### src/rtl/unified_mem_arbiter_if.sv
// Bundle between the pipeline fetch/memory stages, the shared memory and the arbiter.
// master = pipeline + memory side, slave = arbiter.
interface unified_mem_arbiter_if #(
    parameter int ADDR_W = 16,
    parameter int DATA_W = 16
);
    logic              if_req;
    logic [ADDR_W-1:0] if_addr;
    logic [DATA_W-1:0] if_rdata;
    logic              if_ready;
    logic              dm_rd;
    logic              dm_wr;
    logic [ADDR_W-1:0] dm_addr;
    logic [DATA_W-1:0] dm_wdata;
    logic [DATA_W-1:0] dm_rdata;
    logic              dm_ready;
    logic              mem_en;
    logic              mem_we;
    logic [ADDR_W-1:0] mem_addr;
    logic [DATA_W-1:0] mem_wdata;
    logic [DATA_W-1:0] mem_rdata;
    logic [15:0]       conflict_cnt;

    modport master (
        output if_req, if_addr, dm_rd, dm_wr, dm_addr, dm_wdata, mem_rdata,
        input  if_rdata, if_ready, dm_rdata, dm_ready,
        input  mem_en, mem_we, mem_addr, mem_wdata, conflict_cnt
    );

    modport slave (
        input  if_req, if_addr, dm_rd, dm_wr, dm_addr, dm_wdata, mem_rdata,
        output if_rdata, if_ready, dm_rdata, dm_ready,
        output mem_en, mem_we, mem_addr, mem_wdata, conflict_cnt
    );
endinterface

### src/rtl/unified_mem_arbiter.sv
// Shares one fixed-latency single-port memory between fetch and load/store.
// Data requests win; each access holds the bus MEM_LAT cycles, then one ready pulse.
module unified_mem_arbiter #(
    parameter int ADDR_W  = 16,
    parameter int DATA_W  = 16,
    parameter int MEM_LAT = 2
) (
    input logic               clk,
    input logic               reset,
    unified_mem_arbiter_if.slave io_bus
);
    typedef enum logic [1:0] {
        S_IDLE,
        S_BUSY,
        S_RESP
    } state_t;

    localparam logic       OWN_IF = 1'b0;
    localparam logic       OWN_DM = 1'b1;
    localparam logic [3:0] LAST   = 4'(MEM_LAT - 1);

    state_t            r_state;
    state_t            w_next;
    logic              r_owner;
    logic [3:0]        r_cnt;
    logic [ADDR_W-1:0] r_addr;
    logic [DATA_W-1:0] r_wdata;
    logic              r_we;
    logic [DATA_W-1:0] r_if_rdata;
    logic [DATA_W-1:0] r_dm_rdata;
    logic [15:0]       r_conflict;

    logic w_dm_req;
    logic w_grant_dm;
    logic w_grant_if;
    logic w_last;

    assign w_dm_req = io_bus.dm_rd | io_bus.dm_wr;
    assign w_last   = (r_state == S_BUSY) && (r_cnt == LAST);

    always_ff @(posedge clk) begin
        if (reset) r_state <= S_IDLE;
        else       r_state <= w_next;
    end

    // In RESP only the other requester may win; the owner still holds its lines.
    always_comb begin
        w_next     = r_state;
        w_grant_dm = 1'b0;
        w_grant_if = 1'b0;
        unique case (r_state)
            S_IDLE: begin
                if (w_dm_req)           w_grant_dm = 1'b1;
                else if (io_bus.if_req) w_grant_if = 1'b1;
            end
            S_BUSY: begin
                if (r_cnt == LAST) w_next = S_RESP;
            end
            S_RESP: begin
                w_next = S_IDLE;
                if (r_owner == OWN_IF && w_dm_req)
                    w_grant_dm = 1'b1;
                else if (r_owner == OWN_DM && io_bus.if_req)
                    w_grant_if = 1'b1;
            end
            default: w_next = S_IDLE;
        endcase
        if (w_grant_dm || w_grant_if) w_next = S_BUSY;
    end

    always_comb begin
        io_bus.mem_en       = (r_state == S_BUSY);
        io_bus.mem_we       = (r_state == S_BUSY) && r_we;
        io_bus.mem_addr     = r_addr;
        io_bus.mem_wdata    = r_wdata;
        io_bus.if_rdata     = r_if_rdata;
        io_bus.dm_rdata     = r_dm_rdata;
        io_bus.if_ready     = (r_state == S_RESP) && (r_owner == OWN_IF)
                              && io_bus.if_req;
        io_bus.dm_ready     = (r_state == S_RESP) && (r_owner == OWN_DM)
                              && w_dm_req;
        io_bus.conflict_cnt = r_conflict;
    end

    always_ff @(posedge clk) begin
        if (reset) begin
            r_owner    <= OWN_IF;
            r_cnt      <= 4'd0;
            r_addr     <= '0;
            r_wdata    <= '0;
            r_we       <= 1'b0;
            r_if_rdata <= '0;
            r_dm_rdata <= '0;
            r_conflict <= 16'd0;
        end else begin
            if (w_grant_dm) begin
                r_owner <= OWN_DM;
                r_cnt   <= 4'd0;
                r_addr  <= io_bus.dm_addr;
                r_wdata <= io_bus.dm_wdata;
                r_we    <= io_bus.dm_wr;
            end else if (w_grant_if) begin
                r_owner <= OWN_IF;
                r_cnt   <= 4'd0;
                r_addr  <= io_bus.if_addr;
                r_we    <= 1'b0;
            end else if (r_state == S_BUSY) begin
                r_cnt <= r_cnt + 4'd1;
            end
            if (w_last && !r_we) begin
                if (r_owner == OWN_IF) r_if_rdata <= io_bus.mem_rdata;
                else                   r_dm_rdata <= io_bus.mem_rdata;
            end
            if (w_grant_dm && io_bus.if_req && r_conflict != 16'hFFFF)
                r_conflict <= r_conflict + 16'd1;
        end
    end
endmodule

### src/flat_wrapper.sv
// flat-port wrapper written by rule: the top's interface ports become plain ports
module unified_mem_arbiter_flat 
#(
    parameter int ADDR_W  = 16,
    parameter int DATA_W  = 16,
    parameter int MEM_LAT = 2
)
  (clk, reset, io_bus_if_req, io_bus_if_addr, io_bus_dm_rd, io_bus_dm_wr, io_bus_dm_addr, io_bus_dm_wdata, io_bus_mem_rdata, io_bus_if_rdata, io_bus_if_ready, io_bus_dm_rdata, io_bus_dm_ready, io_bus_mem_en, io_bus_mem_we, io_bus_mem_addr, io_bus_mem_wdata, io_bus_conflict_cnt);
  unified_mem_arbiter_if #(.ADDR_W(ADDR_W), .DATA_W(DATA_W)) io_bus_i ();
  input logic clk;
  input logic reset;
  input wire logic [$bits(io_bus_i.if_req)-1:0] io_bus_if_req;
  input wire logic [$bits(io_bus_i.if_addr)-1:0] io_bus_if_addr;
  input wire logic [$bits(io_bus_i.dm_rd)-1:0] io_bus_dm_rd;
  input wire logic [$bits(io_bus_i.dm_wr)-1:0] io_bus_dm_wr;
  input wire logic [$bits(io_bus_i.dm_addr)-1:0] io_bus_dm_addr;
  input wire logic [$bits(io_bus_i.dm_wdata)-1:0] io_bus_dm_wdata;
  input wire logic [$bits(io_bus_i.mem_rdata)-1:0] io_bus_mem_rdata;
  output wire logic [$bits(io_bus_i.if_rdata)-1:0] io_bus_if_rdata;
  output wire logic [$bits(io_bus_i.if_ready)-1:0] io_bus_if_ready;
  output wire logic [$bits(io_bus_i.dm_rdata)-1:0] io_bus_dm_rdata;
  output wire logic [$bits(io_bus_i.dm_ready)-1:0] io_bus_dm_ready;
  output wire logic [$bits(io_bus_i.mem_en)-1:0] io_bus_mem_en;
  output wire logic [$bits(io_bus_i.mem_we)-1:0] io_bus_mem_we;
  output wire logic [$bits(io_bus_i.mem_addr)-1:0] io_bus_mem_addr;
  output wire logic [$bits(io_bus_i.mem_wdata)-1:0] io_bus_mem_wdata;
  output wire logic [$bits(io_bus_i.conflict_cnt)-1:0] io_bus_conflict_cnt;
  assign io_bus_i.if_req = io_bus_if_req;
  assign io_bus_i.if_addr = io_bus_if_addr;
  assign io_bus_i.dm_rd = io_bus_dm_rd;
  assign io_bus_i.dm_wr = io_bus_dm_wr;
  assign io_bus_i.dm_addr = io_bus_dm_addr;
  assign io_bus_i.dm_wdata = io_bus_dm_wdata;
  assign io_bus_i.mem_rdata = io_bus_mem_rdata;
  assign io_bus_if_rdata = io_bus_i.if_rdata;
  assign io_bus_if_ready = io_bus_i.if_ready;
  assign io_bus_dm_rdata = io_bus_i.dm_rdata;
  assign io_bus_dm_ready = io_bus_i.dm_ready;
  assign io_bus_mem_en = io_bus_i.mem_en;
  assign io_bus_mem_we = io_bus_i.mem_we;
  assign io_bus_mem_addr = io_bus_i.mem_addr;
  assign io_bus_mem_wdata = io_bus_i.mem_wdata;
  assign io_bus_conflict_cnt = io_bus_i.conflict_cnt;
  unified_mem_arbiter #(.ADDR_W(ADDR_W), .DATA_W(DATA_W), .MEM_LAT(MEM_LAT)) u_core (.clk(clk), .reset(reset), .io_bus(io_bus_i));
endmodule
### config.mk
export PLATFORM = sky130hd
export DESIGN_NAME = unified_mem_arbiter_flat
export DESIGN_NICKNAME = d
export VERILOG_FILES = /design/src/rtl/unified_mem_arbiter_if.sv /design/src/rtl/unified_mem_arbiter.sv /design/src/flat_wrapper.sv
export SDC_FILE = /design/constraint.sdc
export NUM_CORES = 1
export LEC_CHECK = 0
export ABC_CLOCK_PERIOD_IN_PS = 2600
export CORE_AREA = 2 2 96 98
export CTS_BUF_LIST = sky130_fd_sc_hd__clkbuf_8 sky130_fd_sc_hd__clkbuf_16
export DETAILED_ROUTE_END_ITERATION = 16
export DIE_AREA = 0 0 98 100
export HOLD_SLACK_MARGIN = 0.15
export PLACE_DENSITY = 0.83
export SLEW_MARGIN = 20
export SYNTH_ARGS = -nofsm -noshare
export SYNTH_HDL_FRONTEND = slang
export SYNTH_SLANG_ARGS = --single-unit
### constraint.sdc
create_clock -name clk -period 2.6 [get_ports clk]
set_input_delay 0.39 -clock clk [delete_from_list [all_inputs] [get_ports clk]]
set_output_delay 0.39 -clock clk [all_outputs]
set_load 0.03 [all_outputs]
Word level (Yosys, flattened, before mapping)
Cells that the tools add are included.
{ "word_totals": {"elab_cells": 59, "in_bits": 69, "register_bits": 88, "out_inout_bits": 84} }
{ "classes": {"n_eq_ne": 7, "add_sub_neg": 2, "n_reduce_logical": 21, "bitwise": 3, "mux": 16} }
{ "ops": {"columns": ["cell", "count"], "rows": [
  ["16-bit two-way mux", 2],
  ["16-bit by 1-bit adder with 16-bit output, second input constant", 1],
  ["16-bit != test, second input constant", 1],
  ["1-bit logical AND", 11],
  ["1-bit two-way mux", 10],
  ["2-bit AND reduction", 4],
  ["4-bit by 1-bit adder with 4-bit output, second input constant", 1],
  ["4-bit by 1-bit == test with 1-bit output, second input constant", 1],
  ["2-bit by 1-bit != test with 1-bit output, second input constant", 2],
  ["1-bit case mux with 2 select lines", 2],
  ["2-bit case mux with 2 select lines", 1],
  ["3-bit by 1-bit != test with 1-bit output, second input constant", 1],
  ["3-bit OR reduction", 1],
  ["2-bit by 1-bit == test with 1-bit output, second input constant", 1],
  ["2-bit == test, second input constant", 1],
  ["2-bit zero test", 1],
  ["2-bit two-way mux", 1],
  ["1-bit inverter", 2],
  ["2-bit nonzero test", 1],
  ["2-bit OR reduction", 1],
  ["1-bit zero test", 1],
  ["1-bit logical OR", 1],
  ["1-bit bitwise OR", 1]
]} }

Longest topological paths before layout
Gate-level depths: netlist of run 1.
{ "logic_depth": {"ltp_word": 7, "mapped_depth": 8, "mapped_depth_nobuf": 6} }

Least setup slack after synthesis of run 1
Ideal clock, no wire load.
{ "synth_path": {"path_kind": "reg2reg", "from": "register u_core.r_conflict[3], in the netlist u_core.io_bus.conflict_cnt[3]", "to": "register u_core.r_conflict[11], in the netlist u_core.io_bus.conflict_cnt[11]", "required_ns": 2.530, "path_stages_with_launch": 6, "slack_ns": 0.548, "period_less_slack_ns": 2.052, "setup_ns": 0.070, "n_path_buf": 1, "t_arrival_ns": 1.981, "cell_sequence": "dfxtp_1 nand4_2 or4_4 buf_6 or4_1 a21oi_1"} }
{ "synth_between": {"elab_chain_len": 2, "word_cells_on_any_way": 3, "cone_classes": "1 x add/sub; 1 x eq/ne; 1 x reduce/logical"} }
{ "synth_lines": {"columns": ["item", "line", "rtl"], "rows": [
  ["start: declaration", "unified_mem_arbiter.sv:31", "logic [15:0] r_conflict;"],
  ["start signal: assignment", "unified_mem_arbiter.sv:115", "r_conflict <= r_conflict + 16'd1;"],
  ["branches (longest 2 deep; another with 16-bit by 1-bit adder with 16-bit output)", null, null]
]} }
Several ways; the timed one is not identified.
A chain may end at the register's enable or synchronous reset.

Worst setup path in the final report of run 1
{ "layout_path": {"from": "register u_core.r_state[0]", "to": "output port io_bus_mem_en"} }
{ "layout_between": {"elab_chain_len": 1} }
{ "layout_lines": {"columns": ["item", "line", "rtl"], "rows": [
  ["start: declaration", "unified_mem_arbiter.sv:22", "state_t r_state;"],
  ["start signal: assignment", "unified_mem_arbiter.sv:43", "else r_state <= w_next;"],
  ["2-bit by 1-bit == test with 1-bit output", "unified_mem_arbiter.sv:72", "io_bus.mem_en = (r_state == S_BUSY);"],
  ["end: declaration", "flat_wrapper.sv:23", "output wire logic [$bits(io_bus_i.mem_en)-1:0] io_bus_mem_en;"]
]} }
No other way between the ends.

==> metrics, run 1 <==
wire per inst 14.8 µm; Die W 98 µm; Hold WC Path Type flip-flop to flip-flop; WP data arrival roughly 2000 ps; Non-Filler Instances 673; Setup crit start kind flip-flop; Synth warnings 0; Tmin final 2370 ps; row count 35; CTS max path bufs 2; DRC errors left 0; clk slew on worst S/H paths 80 ps; clock sink count 88; gr usage total approximately a fifth; Lkg Pwr 0.00209 µW; CP Max Fanout 9; Synth Register Bits just under 90; Finish-stage setup viols 0; Post-Route WL between 9000 and 10000 µm; Clock Tree Root clkbuf_8; final worst slack 232 ps; GPL Wtd Cong approximately 0.83; core area 8890 µm²; Worst EP required 2210 ps; worst r2r dst u_core.io_bus.if_rdata[2]; final count of hold timing violations 0; R2R setup slack 490 ps; net switching power 842 µW; Vias 3470; slowest cell delay on critical path roughly 760 ps; Initial Util 41.0%; Post-synth top flop dfxtp_1; Peak supply drop 0.000279 V; crit path launch u_core.r_state[0]; worst-margin pin slew 757 ps; most frequent cells in the layout clkdlybuf4s50_1 (151), dfxtp_1 (88), nand2_1 (73), nor2_1 (55), mux2i_1 (33); Setup Buffers After CTS 0; Worst Setup EP io_bus_mem_en; worst reg2reg startpoint u_core.r_cnt[0]; Buffers on Ports 152; DP Wirelength 7110 µm; fmax 422 MHz; async set-reset flop share out of synthesis 0%; RSZ-0062 raised after global routing false; io pins ~150; cts repair resizes 0; Comb pwr share a little under a fifth; sw frac 27.2%; Initial DRC Count 141; Synth area leaders dfxtp_1 (48%), mux2i_1 (9.1%), nand2_1 (7.5%); drt via density 5.16; nets@finish 629; # diodes 0; Fillers 734; DRT antenna net count 0; Worst Skew around 11 ps; Clock Power Share 34.1%; pin count of the biggest net entering global routing 42; Syn Nets 482; max_cap viols 0; largest area contributor in the netlist dfxtp_1; total global routing overflow 0; crit share post-route between 90% and 100%; DR pass1 iterations 5; Seq/Total Area, Yosys 48.3%; CTS tree built; vias in the first global route roughly 3500; Tot Pwr about 3100 µW; CP Class flip-flop to output pin; CP cell instances and2b_1 > clkdlybuf4s50_1; Die Height 100 µm; CTS Hold Buffers Added 0; Reg2Reg Depth 6; sequential share of power 47.0%; pwr dens 561 nW/µm²; Cells after DPL 657; Die ar. 9800 µm²; status completed; Syn-to-layout area delta 51.4%; Post-Syn Area 3650 µm²; multi-input logic area roughly 1700 µm²; Distinct cells, synth 47; Slew HR 49.6%; first-pass GRT wire length 16200 µm; crit path capture type output pin; Setup Total Neg Slack 0 ps; Mapped Cells 410; final core occ 62.1%; ratio of cells with drive above 1 in the final layout 7.12%; Int Power 2250 µW; Worst-Skew Late Latency between 300 and 400 ps; slowest CP cell clkdlybuf4s50_1; register area 1760 µm²; post-synthesis area per instance just under 9 µm²; commonest non-fill, non-tap cell in the layout clkdlybuf4s50_1; Slew Limit Fails 0; CTS buffer count 9; area fraction of the dominant cell type after synthesis 48.3%; H-tree Lvls 3; Post-synth EDFFs 0; Setup WS pre-CTS around 150 ps; antenna violations before repair 0
-- critical path: cells and delay by family (launching register included) --
kind                   cells  cell delay, ps
flip-flops                 1             540
AND/OR/NAND/NOR            1             340
buffers and inverters      1             760
-- cell families (layout without fill, tap and decap cells) --
group / Yosys count / in the layout / synth area share [%]
compound gates: 66 / 66 / 12.8
xor+xnor: 3 / 3 / 0.721
fa+ha+maj: 3 / 3 / 1.03
buf+inv: 35 / 187 / 4.29
flops: 88 / 88 / 48.3
mux: 35 / 35 / 9.68
simple gates: 180 / 180 / 23.1
-- per-layer routing --
layer  track usage [%]  up-vias  routed length (µm)
met5                 0        -                   0
li1                  -     1726                   -
met1              23.6     1599                4190
met4              6.30        0                 171
met3              7.10       15                 868
met2              34.4      130                4730
-- power by group through the flow --
stage	clock [µW]	sequential, µW	combinational, µW
2_1_floorplan	0	1590	196
3_3_place_gp	0	1480	575
3_5_place_dp	0	1480	587
4_1_cts	1090	1450	590
5_1_grt	1150	1460	627
6_report	1060	1450	585
-- sequential cells by signal, indices dropped and copies added, names as in the netlist --
register and flops:
u_core.io_bus.conflict_cnt 16, u_core.io_bus.dm_rdata 16, u_core.io_bus.if_rdata 16, u_core.io_bus.mem_addr 16, u_core.io_bus.mem_wdata 16, u_core.r_cnt 4
u_core.r_state 2, u_core.r_owner 1, u_core.r_we 1
-- cell type report --
type	count	share of cell area, %
clock buffers	10	2.49
well taps	111	2.52
inverters	7	0.476
multi-input cells	287	31.6
clock inverters	6	1.68
flip-flops and latches	88	31.9
repair buffers	164	29.3
-- worst min path at each step --
| stage | start | to | depth (start not counted) |
|---|---|---|---|
| 2_1_floorplan | u_core.r_cnt[1] | u_core.r_cnt[1] | 2 |
| 3_3_place_gp | u_core.io_bus.mem_wdata[9] | u_core.io_bus.mem_wdata[9] | 2 |
| 3_5_place_dp | u_core.io_bus.mem_wdata[0] | u_core.io_bus.mem_wdata[0] | 2 |
| 4_1_cts | u_core.io_bus.mem_wdata[5] | u_core.io_bus.mem_wdata[5] | 2 |
| 5_1_grt | u_core.io_bus.mem_wdata[8] | u_core.io_bus.mem_wdata[8] | 2 |
| 6_report | u_core.io_bus.mem_wdata[5] | u_core.io_bus.mem_wdata[5] | 2 |
-- synthesized netlist by cell type, drive strengths merged, types with 6 or more instances --
master and number:
a21oi 28, dfxtp 88, a311oi 17, inv 7
nor3 7, buf 6, nor2 56, nand2 73
mux2i 33, o31ai 7, or4 8, clkbuf 22
-- through the flow --
step | hold slack, ps | area (µm²)
2_1_floorplan | 509 | 3650
3_3_place_gp | 443 | 5290
3_5_place_dp | 446 | 5290
4_1_cts | 459 | 5520
5_1_grt | 488 | 5520
6_report | 456 | 5520
No activity file was read; power rests on OpenSTA's default activity.
==> run 2, diff against run 1 <==
Settings changed: CAP_MARGIN from default to 20.
==> results of run 2 <==
The final DEF is identical to that of run 1; final timing and power are the same.
==> run 3, diff against run 2 <==
Settings changed: ABC_CLOCK_PERIOD_IN_PS 2600 to 2460.
Clock period 2.6 ns to 2.46 ns, I/O delays scaled along.
==> run 3 against run 2 <==
Against the previous run:
- clock power decreased by 5%
- worst hold slack improved by 4.1 ps
- register-to-register slack got worse by 100 ps
- clock skew decreased by 1.0 ps
- first-iteration DRC count decreased by 2.1%
- via count increased by 1.0%
- non-clock buffer count unchanged
- final area decreased by 0.59%
- setup slack got worse by 100 ps
- count of clock-buffer cells in the layout decreased by 1
- sequential cell count unchanged
- routed wire length decreased by 1.3%
==> metrics, run 3 (synthesis results as in run 1) <==
Peak supply drop 0.000345 V (was 0.000279 V); CP Class flip-flop to output pin (unchanged); antenna violations before repair 0 (unchanged); max_cap viols 0 (unchanged); DR pass1 iterations 4 (was 5); Setup crit start kind flip-flop (unchanged); worst-margin pin slew 531 ps (was 757 ps); Worst Skew 10.3 ps (was 11.3 ps); Tot Pwr 3160 µW (was 3100 µW); RSZ-0062 raised after global routing false (unchanged); clock sink count 88 (unchanged); ratio of cells with drive above 1 in the final layout 7.30% (was 7.12%); fmax between 400 and 500 MHz; # diodes 0 (unchanged); CTS tree built (unchanged); DP Wirelength 7020 µm (was 7110 µm); register area 1760 µm² (unchanged); CTS max path bufs 2 (unchanged); Vias 3506 (was 3470); Die ar. 9800 µm² (unchanged); total global routing overflow 0 (unchanged); crit share post-route 94.7%; Slew Limit Fails 0 (unchanged); Fillers 755 (was 734); H-tree Lvls 3 (unchanged); Worst EP required 2090 ps (was 2210 ps); Die Height 100 µm (unchanged); DRC errors left 0 (unchanged); first-pass GRT wire length 15700 µm (was 16200 µm); Buffers on Ports 152 (unchanged); Worst-Skew Late Latency 350 ps (about the same); clk slew on worst S/H paths 90 ps (was 80 ps); pwr dens 576 nW/µm² (was 561 nW/µm²); io pins 153 (unchanged); CP Max Fanout 9 (unchanged); final count of hold timing violations 0 (unchanged); wire per inst 14.6 µm (was 14.8 µm); row count 35 (unchanged); Post-Place Cell Area 5290 µm² (about the same); most frequent cells in the layout clkdlybuf4s50_1 (150), dfxtp_1 (88), nand2_1 (73), nor2_1 (55), mux2i_1 (33) (was clkdlybuf4s50_1 (151), dfxtp_1 (88), nand2_1 (73), nor2_1 (55), mux2i_1 (33)); Lkg Pwr 0.00208 µW (was 0.00209 µW); gr usage total 19.4% (was 20.0%); pin count of the biggest net entering global routing 39 (was 42); vias in the first global route 3340 (was 3484); Syn-to-layout area delta 50.5% (was 51.4%); crit path capture type output pin (unchanged); CTS Hold Buffers Added 0 (unchanged); multi-input logic area 1740 µm² (unchanged); WP data arrival 1960 ps (was 1980 ps); commonest non-fill, non-tap cell in the layout clkdlybuf4s50_1 (unchanged); Design Area, Final 5490 µm² (was 5520 µm²); status completed (unchanged); Tmin final roughly 2300 ps; cts repair resizes 0 (unchanged); Clock Tree Root clkbuf_8 (unchanged); DRT antenna net count 0 (unchanged); Hold Path Cell Cnt 2 (unchanged); nets@finish 629 (unchanged); CTS buffer count 9 (unchanged); Setup Total Neg Slack 0 ps (unchanged); Hold Slack 460 ps (was 456 ps); Setup Buffers After CTS 0 (unchanged); Slew HR 64.6% (was 49.6%); GPL Wtd Cong 0.801 (was 0.835); Hold WC Path Type flip-flop to flip-flop (unchanged); Reg2Reg Depth 6 (unchanged); Finish-stage setup viols 0 (unchanged); Non-Filler Instances 673 (unchanged); drt via density 5.21 (was 5.16); core area 8890 µm² (unchanged); Initial DRC Count 138 (was 141); Post-Route WL 9830 µm (was 9960 µm); Initial Util 41.0% (unchanged); Cells after DPL 657 (unchanged); Die W 98 µm (unchanged)
-- run 3: path summary, 6_finish.rpt --
path	from	endpoint	slack [ps]
setup / recovery	u_core.r_state[0]	io_bus_mem_en	130
hold reg to reg	u_core.io_bus.mem_wdata[13]	u_core.io_bus.mem_wdata[13]	460
hold / removal	u_core.io_bus.mem_wdata[13]	u_core.io_bus.mem_wdata[13]	460
setup reg to reg	u_core.r_cnt[0]	u_core.io_bus.if_rdata[12]	390
-- run 3: power by group --
group	switching, µW	total (µW)	internal, µW
Clock	533	1010	479
Combinational	330	618	288
Sequential	43.0	1530	1490
-- run 3: area by class of cell --
cell class / count / area share (%)
Timing Repair Buffer: 164 / 29.5
Tap cell: 111 / 2.53
Clock inverter: 7 / 1.39
Inverter: 7 / 0.479
Clock buffer: 9 / 2.26
Sequential cell: 88 / 32.1
Multi-Input combinational cell: 287 / 31.8
-- run 3: worst max-delay path: stages (launching register included) --
cell and delay, ps:
dfxtp_1 500, and2b_1 350, clkdlybuf4s50_1 760
-- run 3: per-stage QoR --
stage | util [%] | worst slack [ps]
floorplan | - | 408
global placement | 59.5 | 114
detailed placement | 59.5 | 45.5
CTS | 61.7 | 113
global route | 61.7 | 42.7
finish | 61.7 | 130
-- run 3: routing by layer --
metal | vias to the layer above | track usage, % | share of wire [%]
li1 | 1736 | - | -
met1 | 1632 | 23.5 | 42
met2 | 130 | 32.1 | 48
met3 | 8 | 6.62 | 8.8
met4 | 0 | 7.26 | 1.2
met5 | - | 0 | 0
